File: src/rtl/player_action_ctrl.sv
// Button conditioning (sync, debounce, edge capture) and the player action FSM.
// Commands for the movement block are registered on SCEN frame ticks only.
module player_action_ctrl #(
  parameter int DEB_CYCLES     = 250000,
  parameter int DEB_WIDTH      = 18,
  parameter int CNT_WIDTH      = 8,
  parameter int ATTACK_FRAMES  = 6,
  parameter int RECOVER_FRAMES = 4,
  parameter int STUN_FRAMES    = 12
) (
  input  logic       clk,
  input  logic       reset,
  input  logic       SCEN,
  input  logic       btn_left,
  input  logic       btn_right,
  input  logic       btn_up,
  input  logic       btn_attack,
  input  logic       hit_taken,
  input  logic       jump_active,
  output logic       move_enable,
  output logic       move_left,
  output logic       move_right,
  output logic       jump,
  output logic       attack_active,
  output logic       stun_active,
  output logic [2:0] state
);

  typedef enum logic [2:0] {
    ST_IDLE    = 3'd0,
    ST_WALK    = 3'd1,
    ST_ATTACK  = 3'd2,
    ST_RECOVER = 3'd3,
    ST_STUN    = 3'd4
  } state_t;

  localparam int NBTN       = 4;
  localparam int BTN_LEFT   = 0;
  localparam int BTN_RIGHT  = 1;
  localparam int BTN_UP     = 2;
  localparam int BTN_ATTACK = 3;

  localparam logic [DEB_WIDTH-1:0] DEB_LAST     = DEB_WIDTH'(DEB_CYCLES - 1);
  localparam logic [CNT_WIDTH-1:0] ATTACK_LAST  = CNT_WIDTH'(ATTACK_FRAMES - 1);
  localparam logic [CNT_WIDTH-1:0] RECOVER_LAST = CNT_WIDTH'(RECOVER_FRAMES - 1);
  localparam logic [CNT_WIDTH-1:0] STUN_LAST    = CNT_WIDTH'(STUN_FRAMES - 1);

  logic [NBTN-1:0] btn_raw;
  logic [NBTN-1:0] deb_next;
  logic [NBTN-1:0] deb_rise;

  assign btn_raw = {btn_attack, btn_up, btn_right, btn_left};

  generate
    for (genvar gi = 0; gi < NBTN; gi++) begin : g_btn
      logic                 sync1_reg;
      logic                 sync2_reg;
      logic                 level_reg;
      logic [DEB_WIDTH-1:0] cnt_reg;
      logic                 settle;

      // The debounced level flips on the clk where the counter has seen
      // DEB_CYCLES consecutive disagreeing samples.
      assign settle       = (sync2_reg != level_reg) && (cnt_reg == DEB_LAST);
      assign deb_next[gi] = settle ? sync2_reg : level_reg;
      assign deb_rise[gi] = settle & sync2_reg;

      always_ff @(posedge clk) begin
        if (reset) begin
          sync1_reg <= 1'b0;
          sync2_reg <= 1'b0;
          level_reg <= 1'b0;
          cnt_reg   <= '0;
        end else begin
          sync1_reg <= btn_raw[gi];
          sync2_reg <= sync1_reg;
          if (sync2_reg == level_reg) begin
            cnt_reg <= '0;
          end else if (settle) begin
            level_reg <= sync2_reg;
            cnt_reg   <= '0;
          end else begin
            cnt_reg <= cnt_reg + 1'b1;
          end
        end
      end
    end
  endgenerate

  logic deb_unused;
  assign deb_unused = &{1'b0, deb_next[BTN_ATTACK], deb_next[BTN_UP],
                        deb_rise[BTN_RIGHT], deb_rise[BTN_LEFT]};

  state_t               state_reg;
  logic [CNT_WIDTH-1:0] frame_cnt_reg;
  logic [CNT_WIDTH-1:0] frame_cnt_inc;
  logic                 jump_pend_reg;
  logic                 atk_pend_reg;
  logic                 hit_pend_reg;

  logic jump_req;
  logic atk_req;
  logic hit_req;
  logic walk_l;
  logic walk_r;

  // An event arriving on the same clk as SCEN is consumed by that tick.
  assign jump_req = jump_pend_reg | deb_rise[BTN_UP];
  assign atk_req  = atk_pend_reg | deb_rise[BTN_ATTACK];
  assign hit_req  = hit_pend_reg | hit_taken;
  assign walk_l   = deb_next[BTN_LEFT] & ~deb_next[BTN_RIGHT];
  assign walk_r   = deb_next[BTN_RIGHT] & ~deb_next[BTN_LEFT];

  assign frame_cnt_inc = (&frame_cnt_reg) ? frame_cnt_reg : frame_cnt_reg + 1'b1;
  assign state         = state_reg;

  always_ff @(posedge clk) begin
    if (reset) begin
      state_reg     <= ST_IDLE;
      frame_cnt_reg <= '0;
      jump_pend_reg <= 1'b0;
      atk_pend_reg  <= 1'b0;
      hit_pend_reg  <= 1'b0;
      move_enable   <= 1'b0;
      move_left     <= 1'b0;
      move_right    <= 1'b0;
      jump          <= 1'b0;
      attack_active <= 1'b0;
      stun_active   <= 1'b0;
    end else begin
      jump_pend_reg <= jump_pend_reg | deb_rise[BTN_UP];
      atk_pend_reg  <= atk_pend_reg | deb_rise[BTN_ATTACK];
      hit_pend_reg  <= hit_pend_reg | hit_taken;

      if (SCEN) begin
        jump          <= 1'b0;
        move_enable   <= 1'b0;
        move_left     <= 1'b0;
        move_right    <= 1'b0;
        attack_active <= 1'b0;
        stun_active   <= 1'b0;

        if (hit_req) begin
          // A hit pre-empts everything, restarting or aborting the current action.
          state_reg     <= ST_STUN;
          frame_cnt_reg <= '0;
          hit_pend_reg  <= 1'b0;
          atk_pend_reg  <= 1'b0;
          stun_active   <= 1'b1;
        end else begin
          case (state_reg)
            ST_STUN: begin
              if (frame_cnt_reg == STUN_LAST) begin
                state_reg     <= ST_IDLE;
                frame_cnt_reg <= '0;
                move_enable   <= 1'b1;
              end else begin
                frame_cnt_reg <= frame_cnt_inc;
                stun_active   <= 1'b1;
              end
            end

            ST_ATTACK: begin
              if (frame_cnt_reg == ATTACK_LAST) begin
                state_reg     <= ST_RECOVER;
                frame_cnt_reg <= '0;
              end else begin
                frame_cnt_reg <= frame_cnt_inc;
                attack_active <= 1'b1;
              end
            end

            ST_RECOVER: begin
              if (frame_cnt_reg == RECOVER_LAST) begin
                state_reg     <= ST_IDLE;
                frame_cnt_reg <= '0;
                move_enable   <= 1'b1;
              end else begin
                frame_cnt_reg <= frame_cnt_inc;
              end
            end

            default: begin
              // Requests are consumed here even when discarded (airborne).
              atk_pend_reg  <= 1'b0;
              jump_pend_reg <= 1'b0;
              jump          <= jump_req & ~jump_active;
              frame_cnt_reg <= '0;
              if (atk_req && !jump_active) begin
                state_reg     <= ST_ATTACK;
                attack_active <= 1'b1;
              end else begin
                state_reg   <= (walk_l | walk_r) ? ST_WALK : ST_IDLE;
                move_enable <= 1'b1;
                move_left   <= walk_l;
                move_right  <= walk_r;
              end
            end
          endcase
        end
      end
    end
  end

endmodule

File: config.mk
export PLATFORM = sky130hd
export DESIGN_NAME = player_action_ctrl
export DESIGN_NICKNAME = d
export VERILOG_FILES = /design/src/rtl/player_action_ctrl.sv
export SDC_FILE = /design/constraint.sdc
export NUM_CORES = 1
export LEC_CHECK = 0
export BUFFER_PORTS_ARGS = -buffer_cell sky130_fd_sc_hd__buf_2
export CAP_MARGIN = 10
export CELL_PAD_IN_SITES_DETAIL_PLACEMENT = 1
export CELL_PAD_IN_SITES_GLOBAL_PLACEMENT = 2
export CORE_MARGIN = 2
export CORE_UTILIZATION = 41
export DETAILED_ROUTE_END_ITERATION = 8
export PLACE_DENSITY = 0.92
export SETUP_SLACK_MARGIN = 0.2
export SLEW_MARGIN = 15
export SYNTH_ARGS = -nofsm -noshare
export SYNTH_HDL_FRONTEND = slang
export SYNTH_SLANG_ARGS = --single-unit
File: constraint.sdc
create_clock -name clk -period 6.4 [get_ports clk]
set_input_delay 1.28 -clock clk [delete_from_list [all_inputs] [get_ports clk]]
set_output_delay 1.28 -clock clk [all_outputs]
set_load 0.02 [all_outputs]
# After elaboration in Yosys (flattened, before gate mapping)
# Cells that the tools add are included.
# totals
regBits	104
in_bits	9
elab_cells	125
output_inout_bits	9
# classes
reduce_logical	17
bitwise_logic	14
eq_ne	21
n_mux	41
n_addsub	5
# ops
cell	n
18-bit by 1-bit adder with 18-bit output, second input constant	4
18-bit equality test, second input constant	4
8-bit 2-to-1 mux	5
1-bit 2-to-1 mux	27
8-bit case mux with 3 select lines	1
3-bit OR reduction	5
3-bit 2-to-1 mux	4
3-bit inequality test, second input constant	3
3-bit case mux with 3 select lines	1
8-bit by 1-bit adder with 8-bit output, second input constant	1
8-bit by 2-bit equality test with 1-bit output, second input constant	1
8-bit by 3-bit equality test with 1-bit output, second input constant	1
8-bit by 4-bit equality test with 1-bit output, second input constant	1
8-bit AND reduction	1
3-bit by 2-bit equality test with 1-bit output, second input constant	2
1-bit bitwise AND	5
1-bit logical AND	5
1-bit NOT	5
1-bit equality test	4
1-bit inequality test	4
1-bit OR	4
2-bit AND reduction	2
4-bit AND reduction	1
2-bit OR reduction	2
other kinds (5)	5

# Longest topological paths before layout
# logic_depth
depth_word	10
mapped_depth	9
depth_no_buf	9

# Least setup slack after synthesis
# Ideal clock, no wire load.
# synth_timing
kind	input to register
start	in SCEN
end	reg frame_cnt_reg[3]
setup_ns	0.126
setup_slack_ns	4.204
required_ns	6.274
n_path_buf	0
arrival_time_ns	2.070
cell_stages	5
cell_sequence	inv_1 a41oi_1 nand4_1 xnor2_1 nor2_1
# synth_lines
element	line	source
start: declaration	13	input logic SCEN,
end signal: assignment	158	frame_cnt_reg <= frame_cnt_inc;
end signal: assignment	168	frame_cnt_reg <= frame_cnt_inc;
end signal: assignment	179	frame_cnt_reg <= frame_cnt_inc;
end: declaration	95	logic [CNT_WIDTH-1:0] frame_cnt_reg;

# Worst setup path after layout
# layout_timing
start	reg g_btn[1].cnt_reg[0]
end	reg state_reg[0], in the netlist state[0]
# layout_between
elab_chain_cells	10
elab_cells_between_ends	11
classes_between	eq/ne: 1; mux: 5; bitwise: 4; reduce/logical: 1
# layout_rtl
element	line	source
start: declaration	59	logic [DEB_WIDTH-1:0] cnt_reg;
start signal: assignment	83	cnt_reg <= cnt_reg + 1'b1;
18-bit equality test *	64	assign settle = (sync2_reg != level_reg) && (cnt_reg == DEB_LAST);
1-bit logical AND *	64	
1-bit 2-to-1 mux *	n/a	
net deb_next[1]	49	logic [NBTN-1:0] deb_next;
1-bit NOT	111	assign walk_l = deb_next[BTN_LEFT] & ~deb_next[BTN_RIGHT];
1-bit bitwise AND	111	
1-bit OR *	193	state_reg <= (walk_l | walk_r) ? ST_WALK : ST_IDLE;
1-bit 2-to-1 mux *	193	
2-bit 2-to-1 mux *	189	if (atk_req && !jump_active) begin
3-bit case mux with 3 select lines *	151	case (state_reg)
3-bit 2-to-1 mux *	143	if (hit_req) begin
end signal: assignment	193	
end: declaration	94	state_t state_reg;
# Mark *: on every way through the listed nets, which the timed path passes. The rest lies on a longest branch.
# A chain may end at the register's enable or synchronous reset.

==> out/results.ini <==
[run_status]
status=finished clean

[clock_tree]
cts_tree=done
htreeDepth=3
clock-sinks=104
cts_setup_buffers=0
cts_buffer_depth=2
cts_resized=0
cts.clk_slew.worst_paths_ns=0.11
cts_made_buffers=9
clock_latency_ns=0.38
hold_buffers=0
clockRootBuffer=clkbuf_8

[hold_path]
holdPathStages=1
hold_end=g_btn[3].cnt_reg[0]
hp-class=register to register
hp-start=g_btn[3].cnt_reg[0]

[flow_run]
maxCapViolCount=0

[setup_path]
cp_top_family=simple AND/OR/NAND/NOR gates
cp.required_ns=6.72
crit_type=register to register
crit_top_cell=ha_1
r2r_slack_ns=3.90
crit_path_start_kind=register
arrival_ns=2.82
path_max_fanout=5
r2r_cells=9
crit_chain=ha_1, and2_1, nand2_1, or4_1, mux2i_1, inv_1, ha_1, o21a_1, o22ai_1
r2r_end=state[0]
crit_path_end_kind=register
cp_num_buf_inv=1
r2r-start=g_btn[1].cnt_reg[0]
slowest_stage=or4_1
max_stage_delay_ns=0.48

[synthesis]
ys_warn_count=0
synth_nets=523
synth_edf_count=0
synth.top_cell.area_share_pct=46.8
synthArstFlopShare_pct=0
syn_area_mm2=0.00445
ys_seq_elements=104
synth_top_cell_by_area=dfxtp_1
ys_seq_area_share_pct=46.8
avgSynthCellArea_um2=8.79
synth-main-ff-cell=dfxtp_1
ys_top_cells_by_area=dfxtp_1 47%, nor2_1 8.8%, xor2_1 8.1%, xnor2_1 6.1%, nand3_1 3.5%
synthCells=506
synth_cell_types=46

[drt]
ant_nets=0
vias_per_cell=5.21
num_vias=3485
drt_iter0_markers=124
finalWirelength_um=9350
drc=0
wl_per_cell_um=14.0
first_pass_iters=4

[die]
die-area_mm2=0.0117
rows=38
die_w_um=108
die_height_um=108
num_io_pins=18
start_util_pct=41.6
coreArea_mm2=0.0107

[pwr]
peakVddDrop_uv=139
p_per_area_mw_per_mm2=236
total_power_w=0.00115
leakage_nw=1.66

[timing]
period_share_pct=39.1
finClkSkew_ns=0.0139
relSlewSlack_pct=47.4
drv_slew=0
finalSetupViolCount=0
layout_min_cycle_time_ns=2.50
tightest_slew_ns=0.778
hold_violations=0
clock.fmax_mhz=400
finalSetupTns_ns=0
rsz0062_at_grt=false

[global_routing]
grt_pass1_vias=3556
grt_max_degree=25
grt_usage_pct=17.5
antenna_found_initial=0
grt_overflow=0
grt_pass1_wl_um=16400

[final_layout]
antennaDiodeCount=0
largest_register_ffs=72
utilization_pct=45.7
nets=541
area_growth_pct=10.0
final_layout_size_suffix_gt1_share_pct=6.99
fin_area_mm2=0.00489
layout_common_cells=104 x nor2_1, 104 x dfxtp_1, 41 x xor2_1

[place]
dp_hpwl_um=6730
portBuffers=17
placed_area_mm2=0.00466
gp_congestion=0.769

## synth_stat cells, drive strengths merged, types with 2 or more instances
| master | number |
|---|---|
| nand2 | 36 |
| a31oi | 2 |
| xor2 | 41 |
| o22ai | 3 |
| clkbuf | 4 |
| nor2 | 104 |
| buf | 6 |
| ha | 8 |
| a22o | 3 |
| nand2b | 2 |
| and2 | 3 |
| a21oi | 5 |
| nor4 | 12 |
| o21ai | 7 |
| xnor2 | 31 |
| nor3 | 10 |
| and3 | 12 |
| o21bai | 2 |
| inv | 17 |
| nor3b | 2 |
| nand4 | 17 |
| a211oi | 2 |
| mux2i | 4 |
| or4 | 2 |
| dfxtp | 104 |
| nor4b | 4 |
| nand3 | 31 |
| or3 | 3 |
| nor2b | 11 |
| and4 | 4 |
## worst max path at each step
| stage | from | endpoint | cells after the start |
|---|---|---|---|
| after floorplan | SCEN | frame_cnt_reg[3] | 5 |
| after global placement | SCEN | frame_cnt_reg[3] | 6 |
| after detailed placement | SCEN | frame_cnt_reg[3] | 6 |
| after CTS | g_btn[1].cnt_reg[0] | state[0] | 9 |
| after global routing | g_btn[1].cnt_reg[0] | state[0] | 9 |
| final | g_btn[1].cnt_reg[0] | state[0] | 9 |
## metal layers
metal / vias to the layer above / track usage (%) / wire [µm]
met3: 9 / 5.30 / 250
met4: 0 / 5.59 / 133
met1: 1696 / 21.5 / 4420
li1: 1754 / - / -
met2: 26 / 29.4 / 4540
met5: - / 0 / 0
## worst reg2reg max path, stage by stage, from the launching register on
cell and delay [ns]:
dfxtp_1 0.37, ha_1 0.21, and2_1 0.28, nand2_1 0.12, or4_1 0.48, mux2i_1 0.31, inv_1 0.09, ha_1 0.29
o21a_1 0.19, o22ai_1 0.10
## layout make-up
type | instances | area, µm²
Clock buffer | 10 | 138
Clock inverter | 6 | 90.1
Fill cell | 1285 | 5810
Inverter | 17 | 63.8
Multi-Input combinational cell | 375 | 2260
Sequential cell | 104 | 2080
Tap cell | 140 | 175
Timing Repair Buffer | 17 | 85.1
## through the flow
step                      hold WS (ns)  instances  setup WS [ns]
after detailed placement         0.433        653           3.68
after global routing             0.469        669           3.68
after CTS                        0.454        669           3.88
after floorplan                  0.414        506           4.20
final                            0.450        669           3.90
after global placement           0.426        653           3.79
## cells by family after synthesis
kind of cell | share of synthesized area, %
AOI/OAI and AO/OA | 5.52
xor gates and xnor gates | 14.2
adders and majority gates | 2.25
buffers and inverters | 2.39
DFF | 46.8
muxes | 0.900
and+or+nand+nor | 27.9
## report_power, final
group	internal (W)	total, W	switching, W
registers	0.000652	0.000657	0.00000470
clock network	0.000232	0.000463	0.000230
logic	0.0000120	0.0000344	0.0000224
total	0.000897	0.00115	0.000257
No activity file was read; power rests on OpenSTA's default activity.
